File: config.mk
export PLATFORM = sky130hd
export DESIGN_NAME = read_string_loader
export DESIGN_NICKNAME = d
export VERILOG_FILES = /design/src/rtl/read_string_loader.sv
export SDC_FILE = /design/constraint.sdc
export NUM_CORES = 1
export LEC_CHECK = 0
export BUFFER_PORTS_ARGS = -buffer_cell sky130_fd_sc_hd__buf_2
export CORE_MARGIN = 1.5
export CORE_UTILIZATION = 55
export CTS_CLUSTER_SIZE = 30
export DETAILED_ROUTE_END_ITERATION = 8
export PLACE_DENSITY = 0.75
export SYNTH_ARGS = -nofsm -noshare
export SYNTH_HDL_FRONTEND = slang
export SYNTH_SLANG_ARGS = --single-unit
File: constraint.sdc
create_clock -name clk -period 4.07 [get_ports clk]
set_clock_uncertainty 0.05 [all_clocks]
set_input_delay 1.0175 -clock clk [delete_from_list [all_inputs] [get_ports clk]]
set_output_delay 1.0175 -clock clk [all_outputs]
set_load 0.03 [all_outputs]
File: src/rtl/read_string_loader.sv
// Syscall-side string reader: packs input bytes big-endian into words and writes a
// null-terminated string to data memory. Optional macro: READ_STRING_NEWLINE_TERM_EN.
module read_string_loader (
    input  logic        clk,
    input  logic        reset_n,
    input  logic        start,
    input  logic [31:0] buf_addr,
    input  logic [31:0] buf_len,
    input  logic        char_valid,
    input  logic [7:0]  char_data,
    output logic        char_ready,
    output logic        mem_write,
    output logic [31:0] mem_addr,
    output logic [31:0] mem_write_data,
    output logic        busy,
    output logic        done,
    output logic [31:0] count
);

    typedef enum logic [2:0] {StIdle, StRecv, StWrite, StPad, StTerm, StDone} state_e;

    state_e      state_q, state_d;
    logic [31:0] ptr_q, ptr_d;
    logic [31:0] limit_q, limit_d;
    logic [31:0] word_q, word_d;
    logic [1:0]  slot_q, slot_d;
    logic [31:0] count_q, count_d;
    logic        stop_q, stop_d;
    logic        char_ready_q, char_ready_d;
    logic        mem_write_q, mem_write_d;
    logic [31:0] mem_addr_q, mem_addr_d;
    logic [31:0] mem_data_q, mem_data_d;
    logic        busy_q, busy_d;
    logic        done_q, done_d;
    logic        newline_hit;

`ifdef READ_STRING_NEWLINE_TERM_EN
    assign newline_hit = (char_data == 8'h0A);
`else
    assign newline_hit = 1'b0;
`endif

    always_comb begin
        state_d = state_q;
        ptr_d   = ptr_q;
        limit_d = limit_q;
        word_d  = word_q;
        slot_d  = slot_q;
        count_d = count_q;
        stop_d  = stop_q;
        unique case (state_q)
            StIdle: begin
                if (start) begin
                    ptr_d   = {buf_addr[31:2], 2'b00};
                    limit_d = buf_len;
                    word_d  = 32'h0;
                    slot_d  = 2'd0;
                    count_d = 32'h0;
                    stop_d  = 1'b0;
                    if (buf_len == 32'd0)      state_d = StDone;
                    else if (buf_len == 32'd1) state_d = StTerm;
                    else                       state_d = StRecv;
                end
            end
            StRecv: begin
                if (char_valid) begin
                    if (char_data == 8'h00) begin
                        state_d = StTerm;
                    end else begin
                        unique case (slot_q)
                            2'd0: word_d[31:24] = char_data;
                            2'd1: word_d[23:16] = char_data;
                            2'd2: word_d[15:8]  = char_data;
                            2'd3: word_d[7:0]   = char_data;
                        endcase
                        count_d = count_q + 32'd1;
                        slot_d  = slot_q + 2'd1;
                        // Leave room for the terminator inside the buffer.
                        stop_d  = (count_d == limit_q - 32'd1) || newline_hit;
                        if (slot_q == 2'd3) state_d = StWrite;
                        else if (stop_d)    state_d = StTerm;
                    end
                end
            end
            StWrite: begin
                ptr_d   = ptr_q + 32'd4;
                word_d  = 32'h0;
                slot_d  = 2'd0;
                state_d = stop_q ? StPad : StRecv;
            end
            StPad:   state_d = StTerm;
            StTerm:  state_d = StDone;
            StDone:  state_d = StIdle;
            default: state_d = StIdle;
        endcase

        // Outputs are registered off the next state so they line up with it.
        char_ready_d = (state_d == StRecv);
        mem_write_d  = (state_d == StWrite) || (state_d == StTerm);
        mem_addr_d   = mem_write_d ? ptr_d  : mem_addr_q;
        mem_data_d   = mem_write_d ? word_d : mem_data_q;
        busy_d       = (state_d != StIdle);
        done_d       = (state_d == StDone);
    end

    always_ff @(posedge clk) begin
        if (!reset_n) begin
            state_q      <= StIdle;
            ptr_q        <= 32'h0;
            limit_q      <= 32'h0;
            word_q       <= 32'h0;
            slot_q       <= 2'd0;
            count_q      <= 32'h0;
            stop_q       <= 1'b0;
            char_ready_q <= 1'b0;
            mem_write_q  <= 1'b0;
            mem_addr_q   <= 32'h0;
            mem_data_q   <= 32'h0;
            busy_q       <= 1'b0;
            done_q       <= 1'b0;
        end else begin
            state_q      <= state_d;
            ptr_q        <= ptr_d;
            limit_q      <= limit_d;
            word_q       <= word_d;
            slot_q       <= slot_d;
            count_q      <= count_d;
            stop_q       <= stop_d;
            char_ready_q <= char_ready_d;
            mem_write_q  <= mem_write_d;
            mem_addr_q   <= mem_addr_d;
            mem_data_q   <= mem_data_d;
            busy_q       <= busy_d;
            done_q       <= done_d;
        end
    end

    assign char_ready     = char_ready_q;
    assign mem_write      = mem_write_q;
    assign mem_addr       = mem_addr_q;
    assign mem_write_data = mem_data_q;
    assign busy           = busy_q;
    assign done           = done_q;
    assign count          = count_q;

endmodule

### Word level (Yosys, flattened, before mapping)

Cells that the tools add are included.

* word-level logic and storage cells: 75
* output and inout port bits: 100
* register bits after elaboration: 202

* add/sub/neg operators: 4
* reduce and logical (&&, ||, !) cells: 11
* multiplexer cells: 31
* equality and inequality tests: 16

Operators with widths (number)
* $mux W32: 7
* $pmux W32 S2: 2
* $pmux W32 S3: 1
* $add A32 B1 Y32 const B: 1
* $add A32 B3 Y32 const B: 1
* $eq A32 B1 Y1 const B: 1
* $eq A32 B32 Y1: 1
* $logic_not A32 Y1: 1
* $mux W8: 4
* $sub A32 B1 Y32 const B: 1
* $mux W3: 7
* $pmux W3 S5: 1
* $eq A3 B2 Y1 const B: 3
* $eq A3 B3 Y1 const B: 3
* $logic_not A8 Y1: 1
* $mux W2: 4
* $reduce_and A4 Y1: 2
* $eq A3 B1 Y1 const B: 2
* $ne A2 B2 Y1 const B: 3
* $pmux W2 S3: 1
* $reduce_bool A3 Y1: 2
* $eq A2 B2 Y1 const B: 2
* $logic_not A3 Y1: 1
* $mux W1: 3
* 7 further kinds: 7

### Longest topological paths before layout

Gate-level depths: netlist of the first run.

* depth in word-level cells: 9
* mapped depth: 15

### Worst setup path after synthesis of the first run

Ideal clock, no wire load.

* path kind: input to register
* from: in start
* to: reg mem_addr_q[19], in the netlist mem_addr[19]
* required time: 3.906 ns
* setup slack: 0.377 ns
* setup time: 0.114 ns
* stages: 12
* data arrival time: 3.529 ns
* cells stage by stage: clkbuf_1 -> or3b_2 -> clkbuf_1 -> o31ai_1 -> a211oi_1 -> or2_2 -> a21oi_1 -> nor2_1 -> nor2_1 -> clkbuf_1 -> a21oi_1 -> a21o_1

* cells in the longest elaborated chain, start to end: 4

RTL lines
* start, declared: line 6 `input logic start,`
* $mux W3: line 53 `if (start) begin`
* $pmux W3 S5: line 51 `unique case (state_q)`
* $eq A3 B2 Y1 or $eq A3 B3 Y1 (tied branches): line 99 `mem_write_d = (state_d == StWrite) || (state_d == StTerm);`
* $logic_or A1 B1 Y1: line 99
* end signal, assigned: line 131 `mem_addr_q <= mem_addr_d;`
* end, declared: line 31 `logic [31:0] mem_addr_q, mem_addr_d;`

Parallel ways exist; a longest one is shown, timed or not.
A chain may end at the register's enable or synchronous reset.

### Final worst setup path of the first run

* from: reg count_q[11], in the netlist count[11]
* to: reg mem_data_q[23], in the netlist mem_write_data[23]

* cells in the longest elaborated chain, start to end: 9

RTL lines
* start, declared: line 27 `logic [31:0] count_q, count_d;`
* start signal, assigned: line 127 `count_q <= count_d;`
* $add A32 B1 Y32 (*): line 76 `count_d = count_q + 32'd1;`
* $eq A32 B32 Y1 (*): line 79 `stop_d = (count_d == limit_q - 32'd1) || newline_hit;`
* $mux W3 (*): line 81 `else if (stop_d) state_d = StTerm;`
* $mux W3 (*): line 80 `if (slot_q == 2'd3) state_d = StWrite;`
* $mux W3 (*): line 67 `if (char_data == 8'h00) begin`
* $mux W3 (*): line 66 `if (char_valid) begin`
* $pmux W3 S5 (*): line 51
* $eq A3 B2 Y1 or $eq A3 B3 Y1 (tied branches): line 99
* $logic_or A1 B1 Y1 (*): line 99
* end signal, assigned: line 132 `mem_data_q <= mem_data_d;`
* end, declared: line 32 `logic [31:0] mem_data_q, mem_data_d;`

Mark *: on every way between the ends. The rest lies on a longest branch, timed or not.

==> flow_summary.json, run 1 <==
{
  "first_pass_iters": 7,
  "track_usage_pct": 28.7,
  "cts.sinks": 202,
  "synth_top_area_share_pct": 39.5,
  "path_clk_slew_ns": 0.06,
  "worst-setup-path-type": "reg2reg",
  "placed_cell_area_um2": 11300,
  "final_util_pct": 67.7,
  "p_leak_nw": 4.89,
  "synth.avg_cell_area_um2": 7.81,
  "ys_seq_area_share_pct": 39.5,
  "run_status": "finished, violations left",
  "clk_latency_ns": 0.51,
  "dp.cells": 1662,
  "fin_cells": 1705,
  "fp-row-count": 49,
  "drv_cap": 0,
  "wl_um": 29000,
  "die_w_um": 139,
  "area_growth_pct": 19.7,
  "r2r-start": "count[11]",
  "endpoint": "mem_write_data[23]",
  "synth_flop_cell": "dfxtp_1",
  "overflow": 0,
  "drive_gt1_share_pct": 18.9,
  "worst_setup_path_start_kind": "flip-flop",
  "rsz0062_at_grt": "false",
  "power_w": 0.00527,
  "tightest_slew_ns": 0.782,
  "final_common_cell": "dfxtp_1",
  "hold_class": "reg2reg",
  "yosysTopAreaCell": "dfxtp_1",
  "clockRootBuffer": "clkbuf_16",
  "num_vias": 10100,
  "numCtsBuffers": 22,
  "synth_enable_flop_cells": 0,
  "slew_violations": 0,
  "io_buffers": 173,
  "initialDrtViolationCount": 761,
  "fp.dieArea_um2": 19400,
  "cts_tree": "yes",
  "critPathArrivalTime_ns": 4.17,
  "violations": "design-rule violations",
  "setup_tns_ns": 0,
  "reg2regPathDepth": 10,
  "vdd_drop_max_mv": 0.335,
  "antenna_found_initial": 3,
  "routabilityCongestion": 0.952,
  "synth_nets": 1394,
  "synth_seq_cells": 202,
  "initial_core_util_pct": 56.6,
  "dpl.hpwl_um": 20000,
  "finalHoldViolations": 0,
  "grt_pass1_vias": 9265,
  "max_slew_margin_pct": 47.8,
  "grt_pass1_wl_um": 46300,
  "fmax_ghz": 0.261,
  "endpoint_kind": "flip-flop",
  "routedWlPerCell_um": 17.0,
  "syn_inst": 1311,
  "cts_hold_buffers": 0,
  "p_per_area_nw_per_um2": 430,
  "yosysWarnings": 0,
  "cts_buffer_depth": 3,
  "critPathMaxFanout": 43,
  "pin_count": 176,
  "synth_area_um2": 10200,
  "ant_nets": 0,
  "rrSetupSlack_ns": 0.24,
  "grt_start_max_net_pins": 128,
  "synthArstFlopShare_pct": 0,
  "period_share_pct": 94.2,
  "finalSetupViolations": 0,
  "cp-startpoint": "count[11]",
  "nets": 1542,
  "core-area_um2": 18100,
  "die_h_um": 139,
  "route.detailed.drc": 18,
  "post-route-min-period_ns": 3.83,
  "yosysUniqueCellTypes": 62,
  "cts_max_level": 1,
  "yosys-top-cells-area": "dfxtp_1 40%, nand2_1 6.9%, a21oi_1 5.5%",
  "r2r_end": "mem_write_data[23]",
  "cp.required_ns": 4.40,
  "postLayoutCellArea_um2": 12200,
  "vias_per_cell": 5.92,
  "final_cell_mix": "202 x dfxtp_1, 189 x nand2_1, 173 x buf_2, 124 x nor2_1, 113 x a21oi_1"
}
worst min path at each step:
stage	start	end	slack (ns)	cells after the start
finish	mem_write_data[31]	mem_write_data[31]	0.40	2
global route	mem_addr[30]	mem_addr[30]	0.42	2
CTS	mem_write_data[31]	mem_write_data[31]	0.40	2
global placement	mem_write_data[7]	mem_write_data[7]	0.38	2
floorplan	stop_q	stop_q	0.40	2
detailed placement	mem_addr[3]	mem_addr[3]	0.39	2
worst max-delay path, cell delays in order, from the launching register on:
cell and delay [ns]:
dfxtp_1 0.48, nand4_2 0.29, or4_1 0.69, nor3_1 0.37, xnor3_1 0.31, or3_1 0.37
nor4_4 0.24, a211o_2 0.22, and2_2 0.29, buf_12 0.24, o21ai_0 0.13
cell families (layout without fill, tap and decap cells):
kind of cell / Yosys count / after routing / share of synthesized area (%)
compound gates: 314 / 314 / 18.4
xor+xnor: 87 / 87 / 7.85
fa+ha+maj: 7 / 7 / 0.856
buf+inv: 110 / 274 / 4.90
flops: 202 / 202 / 39.5
mux: 5 / 5 / 0.489
other cells: 0 / 1 / 0
simple gates: 586 / 586 / 28.0
routing by layer:
| layer | part of all wire [%] | up-vias | wire length, um | GRT usage [%] |
|---|---|---|---|---|
| met5 | 0 | - | 0 | 0 |
| met4 | 2.5 | 0 | 718 | 8.85 |
| met3 | 7.2 | 56 | 2080 | 5.30 |
| met2 | 48 | 348 | 13800 | 48.3 |
| met1 | 43 | 4713 | 12400 | 37.5 |
| li1 | - | 4977 | - | - |
registers in the layout, summed over array words and instances, names as in the netlist:
register	cells
ptr_q	32
char_ready	1
busy	1
count	32
stop_q	1
state_q	3
word_q	32
done	1
mem_write	1
mem_addr	32
limit_q	32
slot_q	2
mem_write_data	32
per-stage QoR:
stage | hold slack [ns] | setup WS, ns
after global routing | 0.418 | 0.00965
after CTS | 0.398 | 0.249
after floorplan | 0.396 | 0.377
final | 0.396 | 0.236
after global placement | 0.383 | 0.268
after detailed placement | 0.387 | 0.211
synthesized netlist by cell type (4+ instances only):
cell / count
dfxtp_1: 202
nand2_1: 189
nor2_1: 125
a21oi_1: 113
nand3_1: 90
clkbuf_1: 71
o21ai_0: 69
xnor2_1: 63
nor3_1: 37
nor4_1: 32
o21ai_1: 30
a32oi_1: 25
nand4_1: 23
xor2_1: 21
inv_1: 17
or3_1: 16
and3_1: 14
a22oi_1: 13
a211oi_1: 12
a21o_1: 11
a31oi_1: 9
buf_6: 8
or4_1: 8
ha_1: 7
buf_4: 6
nor3b_1: 6
and2_1: 5
buf_2: 5
mux2i_1: 5
nand3b_1: 5
nor2b_1: 5
a222oi_1: 4
and4_1: 4
nand2b_1: 4
nand4b_1: 4
o31a_1: 4
or2_2: 4
cell type report:
type / count / area [um2]
Sequential cell: 202 / 4040
Multi-Input combinational cell: 999 / 5740
Inverter: 17 / 65.1
Tap cell: 229 / 287
Fill cell: 1550 / 5840
Clock buffer: 30 / 662
Clock inverter: 10 / 208
Antenna cell: 1 / 2.50
Timing Repair Buffer: 217 / 1250
where the power goes:
group          switching (W)  total (W)  internal (W)  leakage, nW
Combinational       0.000495   0.000817      0.000322         2.84
Sequential         0.0000685    0.00210       0.00204         1.64
Clock               0.000830    0.00235       0.00152        0.417
Total                0.00139    0.00527       0.00388         4.89
what timing repair did:
| item | in CTS | in global routing |
|---|---|---|
| setup buffers | 0 | 2 |
| setup endpoints to repair | 0 | 58 |
| gates resized for setup | 0 | 3 |
No activity file was read; power rests on OpenSTA's default activity.
==> run 2: changes to the inputs <==
BUFFER_PORTS_ARGS = -buffer_cell sky130_fd_sc_hd__clkbuf_2   (was -buffer_cell sky130_fd_sc_hd__buf_2)
==> flow_summary.json, run 2 (synthesis results as in run 1) <==
{
  "final_cell_mix": "202 x dfxtp_1, 189 x nand2_1, 173 x clkbuf_2, 123 x nor2_1, 113 x a21oi_1",
  "fmax_ghz": 0.263,
  "grt_start_max_net_pins": 73,
  "num_vias": 10100,
  "cts_max_level": 1,
  "clk_latency_ns": 0.50,
  "vdd_drop_max_mv": 0.358,
  "violations": "design-rule violations",
  "finalSetupViolations": 0,
  "fin_hold_ws_ns": 0.400,
  "cp_slowest_cell": "or4_1",
  "p_clk_share_pct": 42.5,
  "routabilityCongestion": 0.926,
  "rrSetupSlack_ns": 0.27,
  "antenna_found_initial": 0,
  "p_sw_w": 0.00139,
  "hold_class": "reg2reg",
  "rsz0062_at_grt": "false",
  "initialDrtViolationCount": 751,
  "period_share_pct": 93.4,
  "cts_buffer_depth": 3,
  "nets": 1540,
  "track_usage_pct": 28.9,
  "p_seq_share_pct": 41.7,
  "max_slew_margin_pct": 47.4,
  "wl_um": 29000,
  "dpl.hpwl_um": 20200,
  "final_common_cell": "dfxtp_1",
  "overflow": 0,
  "ant_nets": 0,
  "run_status": "finished, violations left",
  "critPathArrivalTime_ns": 4.12,
  "max_stage_delay_ns": 0.71,
  "final_util_pct": 67.1,
  "setup_tns_ns": 0,
  "worstPathCellList": "nand4_2, or4_1, nor3_1, xnor3_1, or3_1, nor4_4, a211o_2, and2_2, buf_12, o21ai_0",
  "path_clk_slew_ns": 0.06,
  "die_h_um": 139,
  "fp.dieArea_um2": 19400,
  "n_antenna_cell": 0,
  "grt_pass1_wl_um": 46500,
  "cts_tree": "yes",
  "worst-setup-path-type": "reg2reg",
  "place_ws_ns": 0.281,
  "area_growth_pct": 18.5,
  "tightest_slew_ns": 0.789,
  "cts.sinks": 202,
  "finalHoldViolations": 0,
  "combinationalPowerShare_pct": 15.9,
  "critPathMaxFanout": 44,
  "slew_violations": 0,
  "p_per_area_nw_per_um2": 417,
  "io_buffers": 173,
  "endpoint_kind": "flip-flop",
  "numCtsBuffers": 22,
  "worst_slack_ns": 0.269,
  "die_w_um": 139,
  "route.detailed.drc": 8,
  "cp.required_ns": 4.39,
  "core-area_um2": 18100,
  "internal_power_w": 0.00367,
  "grt_pass1_vias": 9282,
  "fp-row-count": 49,
  "swShare_pct": 27.4,
  "vias_per_cell": 5.95,
  "pin_count": 176,
  "initial_core_util_pct": 56.6,
  "routedWlPerCell_um": 17.0,
  "post-route-min-period_ns": 3.80,
  "worst_setup_path_start_kind": "flip-flop",
  "drv_cap": 0,
  "drive_gt1_share_pct": 18.7,
  "p_leak_nw": 4.77,
  "clockRootBuffer": "clkbuf_16",
  "first_pass_iters": 7
}
-- run 2: repair_timing --
item,CTS,global route
setup buffers,0,0
endpoints found under the hold margin,0,0
resized for setup,0,3
hold buffers,0,0
setup endpoints to repair,0,42
-- run 2: area by class of cell --
type                    instances  area [um2]
multi-input cells             999        5730
well taps                     229         287
repair buffers                215        1220
flip-flops and latches        202        4040
clock inverters                12         169
inverters                      17        65.1
fillers                      1541        5960
clock buffers                  28         614
-- run 2: path summary, 6_finish.rpt --
| kind | from | to | depth (start not counted) |
|---|---|---|---|
| hold / removal | mem_addr[26] | mem_addr[26] | 2 |
| setup / recovery | count[11] | mem_addr[12] | 10 |
| hold reg to reg | mem_addr[26] | mem_addr[26] | 2 |
| setup reg to reg | count[11] | mem_addr[12] | 10 |
-- run 2: routing by layer --
metal	part of all wire [%]	vias to the layer above	global-route usage, %
li1	-	4973	-
met1	42	4702	37.9
met2	48	395	49.3
met3	7.4	49	4.47
met4	2.1	0	8.45
met5	0	-	0
-- run 2: power by group through the flow --
stage | clock, W | sequential, W | combinational [W]
floorplan | 0 | 0.00213 | 0.000571
finish | 0.00215 | 0.00211 | 0.000803
global route | 0.00224 | 0.00211 | 0.000876
global placement | 0 | 0.00215 | 0.000783
CTS | 0.00217 | 0.00210 | 0.000797
detailed placement | 0 | 0.00215 | 0.000792
-- run 2: critical path: cells and delay by family, from the launching register on --
family	cells	cell delay, ns
AOI/OAI and AO/OA	2	0.34
xor gates and xnor gates	1	0.30
buffers and inverters	1	0.25
DFF	1	0.48
and+or+nand+nor	6	2.22
-- run 2: through the flow --
step           std cells  power [W]  area [um2]
3_3_place_gp        1663    0.00293       11300
5_1_grt             1702    0.00523       12100
6_report            1702    0.00506       12100
2_1_floorplan       1311    0.00270       10200
4_1_cts             1703    0.00507       12100
3_5_place_dp        1663    0.00294       11300
